## config.mk

```make
export PLATFORM = sky130hd
export DESIGN_NAME = uart_tx_cfg
export DESIGN_NICKNAME = d
export VERILOG_FILES = /design/src/rtl/uart_tx_cfg.sv
export SDC_FILE = /design/constraint.sdc
export NUM_CORES = 1
export LEC_CHECK = 0
export CORE_UTILIZATION = 50
export DETAILED_ROUTE_END_ITERATION = 16
export PLACE_DENSITY_LB_ADDON = 0.05
export SYNTH_ARGS = -nofsm -noshare
export SYNTH_HDL_FRONTEND = slang
export SYNTH_SLANG_ARGS = --single-unit
export TNS_END_PERCENT = 30
```

## constraint.sdc

```tcl
create_clock -name i_Clock -period 1.97 [get_ports i_Clock]
set_input_delay 0.197 -clock i_Clock [delete_from_list [all_inputs] [get_ports i_Clock]]
set_output_delay 0.197 -clock i_Clock [all_outputs]
set_load 0.05 [all_outputs]
```

## src/rtl/uart_tx_cfg.sv

```systemverilog
// Parametrised UART transmitter (data width, parity, stop bits) with valid/ready input.
// Optional line-break generation is enabled by defining UART_TX_BREAK_EN.
module uart_tx_cfg #(
    parameter int CLKS_PER_BIT = 217,
    parameter int DATA_BITS    = 8,
    parameter int PARITY_MODE  = 0,
    parameter int STOP_BITS    = 1
) (
    input  logic                 i_Clock,
    input  logic                 i_Reset,
`ifdef UART_TX_BREAK_EN
    input  logic                 i_TX_Break,
`endif
    input  logic [DATA_BITS-1:0] i_TX_Data,
    input  logic                 i_TX_DV,
    output logic                 o_TX_Ready,
    output logic                 o_TX_Serial,
    output logic                 o_TX_Active,
    output logic                 o_TX_Done
);

    localparam int CNT_W = $clog2(CLKS_PER_BIT) + 1;

    typedef enum logic [2:0] {
        S_IDLE,
        S_START,
        S_DATA,
        S_PARITY,
        S_STOP
    } state_t;

    state_t               state, state_n;
    logic [CNT_W-1:0]     clk_cnt, clk_cnt_n;
    logic [3:0]           bit_cnt, bit_cnt_n;
    logic [DATA_BITS-1:0] shift, shift_n;
    logic                 parity_bit, parity_n;
    logic                 serial_n, ready_n, active_n, done_n;
    logic                 bit_end;
    logic                 brk;

`ifdef UART_TX_BREAK_EN
    assign brk = i_TX_Break;
`else
    assign brk = 1'b0;
`endif

    assign bit_end = (clk_cnt == CNT_W'(CLKS_PER_BIT - 1));

    always_ff @(posedge i_Clock) begin
        if (i_Reset) begin
            state       <= S_IDLE;
            clk_cnt     <= '0;
            bit_cnt     <= '0;
            shift       <= '0;
            parity_bit  <= 1'b0;
            o_TX_Serial <= 1'b1;
            o_TX_Ready  <= 1'b1;
            o_TX_Active <= 1'b0;
            o_TX_Done   <= 1'b0;
        end else begin
            state       <= state_n;
            clk_cnt     <= clk_cnt_n;
            bit_cnt     <= bit_cnt_n;
            shift       <= shift_n;
            parity_bit  <= parity_n;
            o_TX_Serial <= serial_n;
            o_TX_Ready  <= ready_n;
            o_TX_Active <= active_n;
            o_TX_Done   <= done_n;
        end
    end

    always_comb begin
        state_n   = state;
        clk_cnt_n = clk_cnt;
        bit_cnt_n = bit_cnt;
        shift_n   = shift;
        parity_n  = parity_bit;
        serial_n  = o_TX_Serial;
        done_n    = 1'b0;

        case (state)
            S_IDLE: begin
                clk_cnt_n = '0;
                bit_cnt_n = '0;
                serial_n  = 1'b1;
                // Break outranks a pending valid; accept uses the registered ready flag.
                if (brk) begin
                    serial_n = 1'b0;
                end else if (i_TX_DV && o_TX_Ready) begin
                    shift_n  = i_TX_Data;
                    parity_n = (PARITY_MODE == 1) ? ~^i_TX_Data : ^i_TX_Data;
                    state_n  = S_START;
                    serial_n = 1'b0;
                end
            end
            S_START: begin
                if (bit_end) begin
                    clk_cnt_n = '0;
                    state_n   = S_DATA;
                    serial_n  = shift[0];
                end else begin
                    clk_cnt_n = clk_cnt + CNT_W'(1);
                end
            end
            S_DATA: begin
                if (bit_end) begin
                    clk_cnt_n = '0;
                    if (bit_cnt == 4'(DATA_BITS - 1)) begin
                        bit_cnt_n = '0;
                        if (PARITY_MODE != 0) begin
                            state_n  = S_PARITY;
                            serial_n = parity_bit;
                        end else begin
                            state_n  = S_STOP;
                            serial_n = 1'b1;
                        end
                    end else begin
                        bit_cnt_n = bit_cnt + 4'd1;
                        shift_n   = shift >> 1;
                        serial_n  = shift[1];
                    end
                end else begin
                    clk_cnt_n = clk_cnt + CNT_W'(1);
                end
            end
            S_PARITY: begin
                if (bit_end) begin
                    clk_cnt_n = '0;
                    state_n   = S_STOP;
                    serial_n  = 1'b1;
                end else begin
                    clk_cnt_n = clk_cnt + CNT_W'(1);
                end
            end
            S_STOP: begin
                serial_n = 1'b1;
                if (bit_end) begin
                    clk_cnt_n = '0;
                    if (bit_cnt == 4'(STOP_BITS - 1)) begin
                        bit_cnt_n = '0;
                        state_n   = S_IDLE;
                        done_n    = 1'b1;
                    end else begin
                        bit_cnt_n = bit_cnt + 4'd1;
                    end
                end else begin
                    clk_cnt_n = clk_cnt + CNT_W'(1);
                end
            end
            default: begin
                state_n  = S_IDLE;
                serial_n = 1'b1;
            end
        endcase

        // A break seen only on the completion edge must not hide the completion-cycle ready.
        ready_n  = (state_n == S_IDLE) && !((state == S_IDLE) && brk);
        active_n = (state_n != S_IDLE);
    end

endmodule

```

==> reports/results.md <==
• completed — outcome
• 0 — number of enable flip-flop cells after synthesis
• 28 — Sinks on Clock Net
• 5 — critical path peak fanout
• 231 — total placed cells including tap cells
• 13.3 um — post-detailed-route wirelength per cell
• simple AND/OR/NAND/NOR gates — gate family responsible for the most delay along the worst path
• 0% — share of synthesized flip-flops with an asynchronous set or reset
• 0 — DRC errors left
• 5.51% — multiplexer area fraction after synthesis
• 2 — Longest Clk Path Bufs
• 1820 um^2 — post-route cell area
• 1 — Buf+Inv Stages, Crit Path
• yes — clock tree from TritonCTS
• 0 — total of warnings raised by yosys
• 48 — Starting DRT DRC Count
• reg -> reg — critical setup path kind
• 5610 um — global-route wire length before repair
• 1480 um^2 — netlist area before placement
• 633 uV — peak supply drop
• 0.14 ns — Worst-path clk slew
• 0 — antenna diode count
• clkbuf_4 — Clk Tree Root Cell
• 14 — Port Buffers
• 45 — Unique masters post-synth
• dfxtp_1, nand2_1, nor2_1 — commonest cells in the netlist
• 7 — critical path depth
• inv_2 > ha_4 > or4b_4 > nor4_4 > a21oi_2 > or4b_1 > a21oi_1 — sequence of cells on the critical path
• 0 — global route overflow
• 2.25 ns — data required time of the critical path
• 196 — Post-Synthesis Net Count
• 17.6% — complex-gate fraction of the synthesized area
• 872 um^2 — combined area of the multi-input logic cells
• yes — unrepaired setup endpoints after global routing
• 5.72 — routed vias/inst
• or4b_4 — crit path max-delay cell type
• 2250 um — post-DP HPWL
• 224 — Layout Nets
• 7 — R2R depth
• 38.0% — sequential cell area fraction in the yosys report
• 8.15 um^2 — Avg Inst Size Synth
• 2780 um^2 — area of the core
• 99.6% — portion of the clock cycle consumed by the worst path in the final layout
• 28 — #FFs+latches synth
• 3 — worst hold path stage count
• 1368 — via count of the routed design
• 181 — instance count of the mapped netlist
• 4 — Pre-antenna DRT Iters
• 0.781 nW — Leak
• 0 — max cap viols
• 56.3 um — die span in y
• 1.96 ns — final critical path time including I/O delays and setup
• 22.3% — global-route usage over all layers
• register — Critical Path Sink Type
• 62.4% — max-slew headroom at the worst pin
• dfxtp_1, nand2_1, nor2_1, mux2i_1, nor3b_1 — dominant cells by area after synthesis
• 1.09 mW — post-route total power
• 3170 um^2 — area of the die
• 25 — maximum number of pins on one net before global-route repair
• 0 — final setup vio count
• dfxtp_1 — most area-hungry cell type in the Yosys netlist
• 1720 um^2 — area after detailed placement
• 0 — initial antenna violation count
• 0.00767 ns — Max Clock Skew
• 3.39% — Post-Synth Adder-Cell Area
• 0.50 ns — stage delay of the slowest cell on the critical path
• dfxtp_1 — top-count cell post-synth
• 0 — antenna viol nets, final
• 2.24 ns — data arrival at the endpoint of the critical path
• 0.501 ns — Post-Route Hold Slack
• in -> reg — class of the tightest hold or removal check
• 510 MHz — fmax
• 0% — synthesized-area fraction occupied by xor and xnor cells
• 563 um^2 — Storage cell area
• 38.0% — proportion of netlist area held by the largest area contributor
• 15 — number of top-level pins
• 17.3% — fraction of layout cells with a size suffix above 1
• 19 — FP Rows
• 0.564 ns — actual slew at the worst max-slew pin
• 1325 — via count of the first global-routing pass
• 3170 um — Total Wirelength
• 3 — clock buffers created by TritonCTS
• 0.770 — Final Wtd Congestion
• register — Worst Setup Start Kind
• 0 — number of hold-slack violations in the final timing report
• dfxtp_1 — predominant post-synthesis flop cell
• 0 — Slew Viols, Final
• 602 nW/um^2 — total power divided by cell area
• 0.34 ns — clock insertion delay at the later pin of the skew report
• 239 — count of placed standard cells in the final layout, fillers left out
• 31.0% — fraction of the mapped netlist area in simple logic gates
• 1 — CTS HTree Levels
• simple AND/OR/NAND/NOR gates — main combinational cell family by area after synthesis
• 0 ns — Total Negative Setup Slacks
• 53.0% — effective utilization at floorplan
• 23.1% — synth-to-layout area growth
• 56.3 um — die width
• 252 — number of fill cells in the layout
registers in the layout, summed over array words and instances, names as in the netlist:
name and count:
bit_cnt 4, o_TX_Ready 1, o_TX_Done 1, o_TX_Active 1, o_TX_Serial 1, clk_cnt 9, state 3, shift 8
stage by stage:
step,setup slack [ns],utilization (%)
final,0.00829,65.3
after floorplan,0.0892,-
after detailed placement,-0.0105,62.0
after global routing,-0.0813,65.3
after global placement,0.0654,62.0
after CTS,0.000957,64.1
path summary, 6_finish.rpt:
| kind | start | to | slack (ns) |
|---|---|---|---|
| max | clk_cnt[1] | bit_cnt[2] | 0.008 |
| min | i_TX_Data[7] | shift[7] | 0.50 |
| max reg2reg | clk_cnt[1] | bit_cnt[2] | 0.008 |
| min reg2reg | o_TX_Serial | o_TX_Serial | 0.50 |
layout make-up:
class	count	area share (%)
multi-input cells	136	48.0
well taps	31	2.14
inverters	8	1.65
flip-flops and latches	28	31.0
clock buffers	4	2.00
repair buffers	32	15.2
logic make-up after synthesis:
group                    count (synthesis)
AO/OA/AOI/OAI                           39
adder cells (fa/ha/maj)                  4
buffers and inverters                   17
flip-flops                              28
multiplexers                             8
AND/OR/NAND/NOR                         85
worst min-delay path, cell delays in order:
cell             delay [ns]
clkdlybuf4s50_1        0.45
a32oi_1                0.08
nor2_1                 0.08
timing repair:
item                       in CTS  in global routing
hold buffers                    0                  0
buffers inserted                3                  1
setup endpoints to repair       1                 10
resized for setup               1                  7
gates cloned                    0                  0
where the power goes:
group | internal, mW | switching [mW] | leakage, nW
Combinational | 0.0954 | 0.104 | 0.531
Sequential | 0.589 | 0.0158 | 0.229
Clock | 0.114 | 0.174 | 0.0210
cell usage in the layout, fill, tap and decap left out, types with 2 or more instances in the layout:
cell type,count
a21oi_1,10
a311oi_1,2
a31oi_1,3
a32oi_1,2
and3_1,4
buf_4,18
clkbuf_4,3
clkdlybuf4s50_1,14
dfxtp_1,26
dfxtp_2,2
ha_1,3
inv_1,6
inv_2,2
mux2i_1,7
nand2_1,27
nand2b_1,2
nand3_1,3
nand4_1,2
nor2_1,22
nor2b_1,2
nor3b_1,6
nor3b_2,2
o211ai_1,2
o21ai_0,2
o21ai_1,7
or3_1,2
or3b_1,3
metal layers:
metal	part of all wire, %	track usage, %	up-vias
met5	0	0	-
met4	1.6	6.97	0
met3	4.7	4.84	6
met2	44	37.2	29
met1	49	28.8	636
li1	-	-	697
No activity file was read; power rests on OpenSTA's default activity.
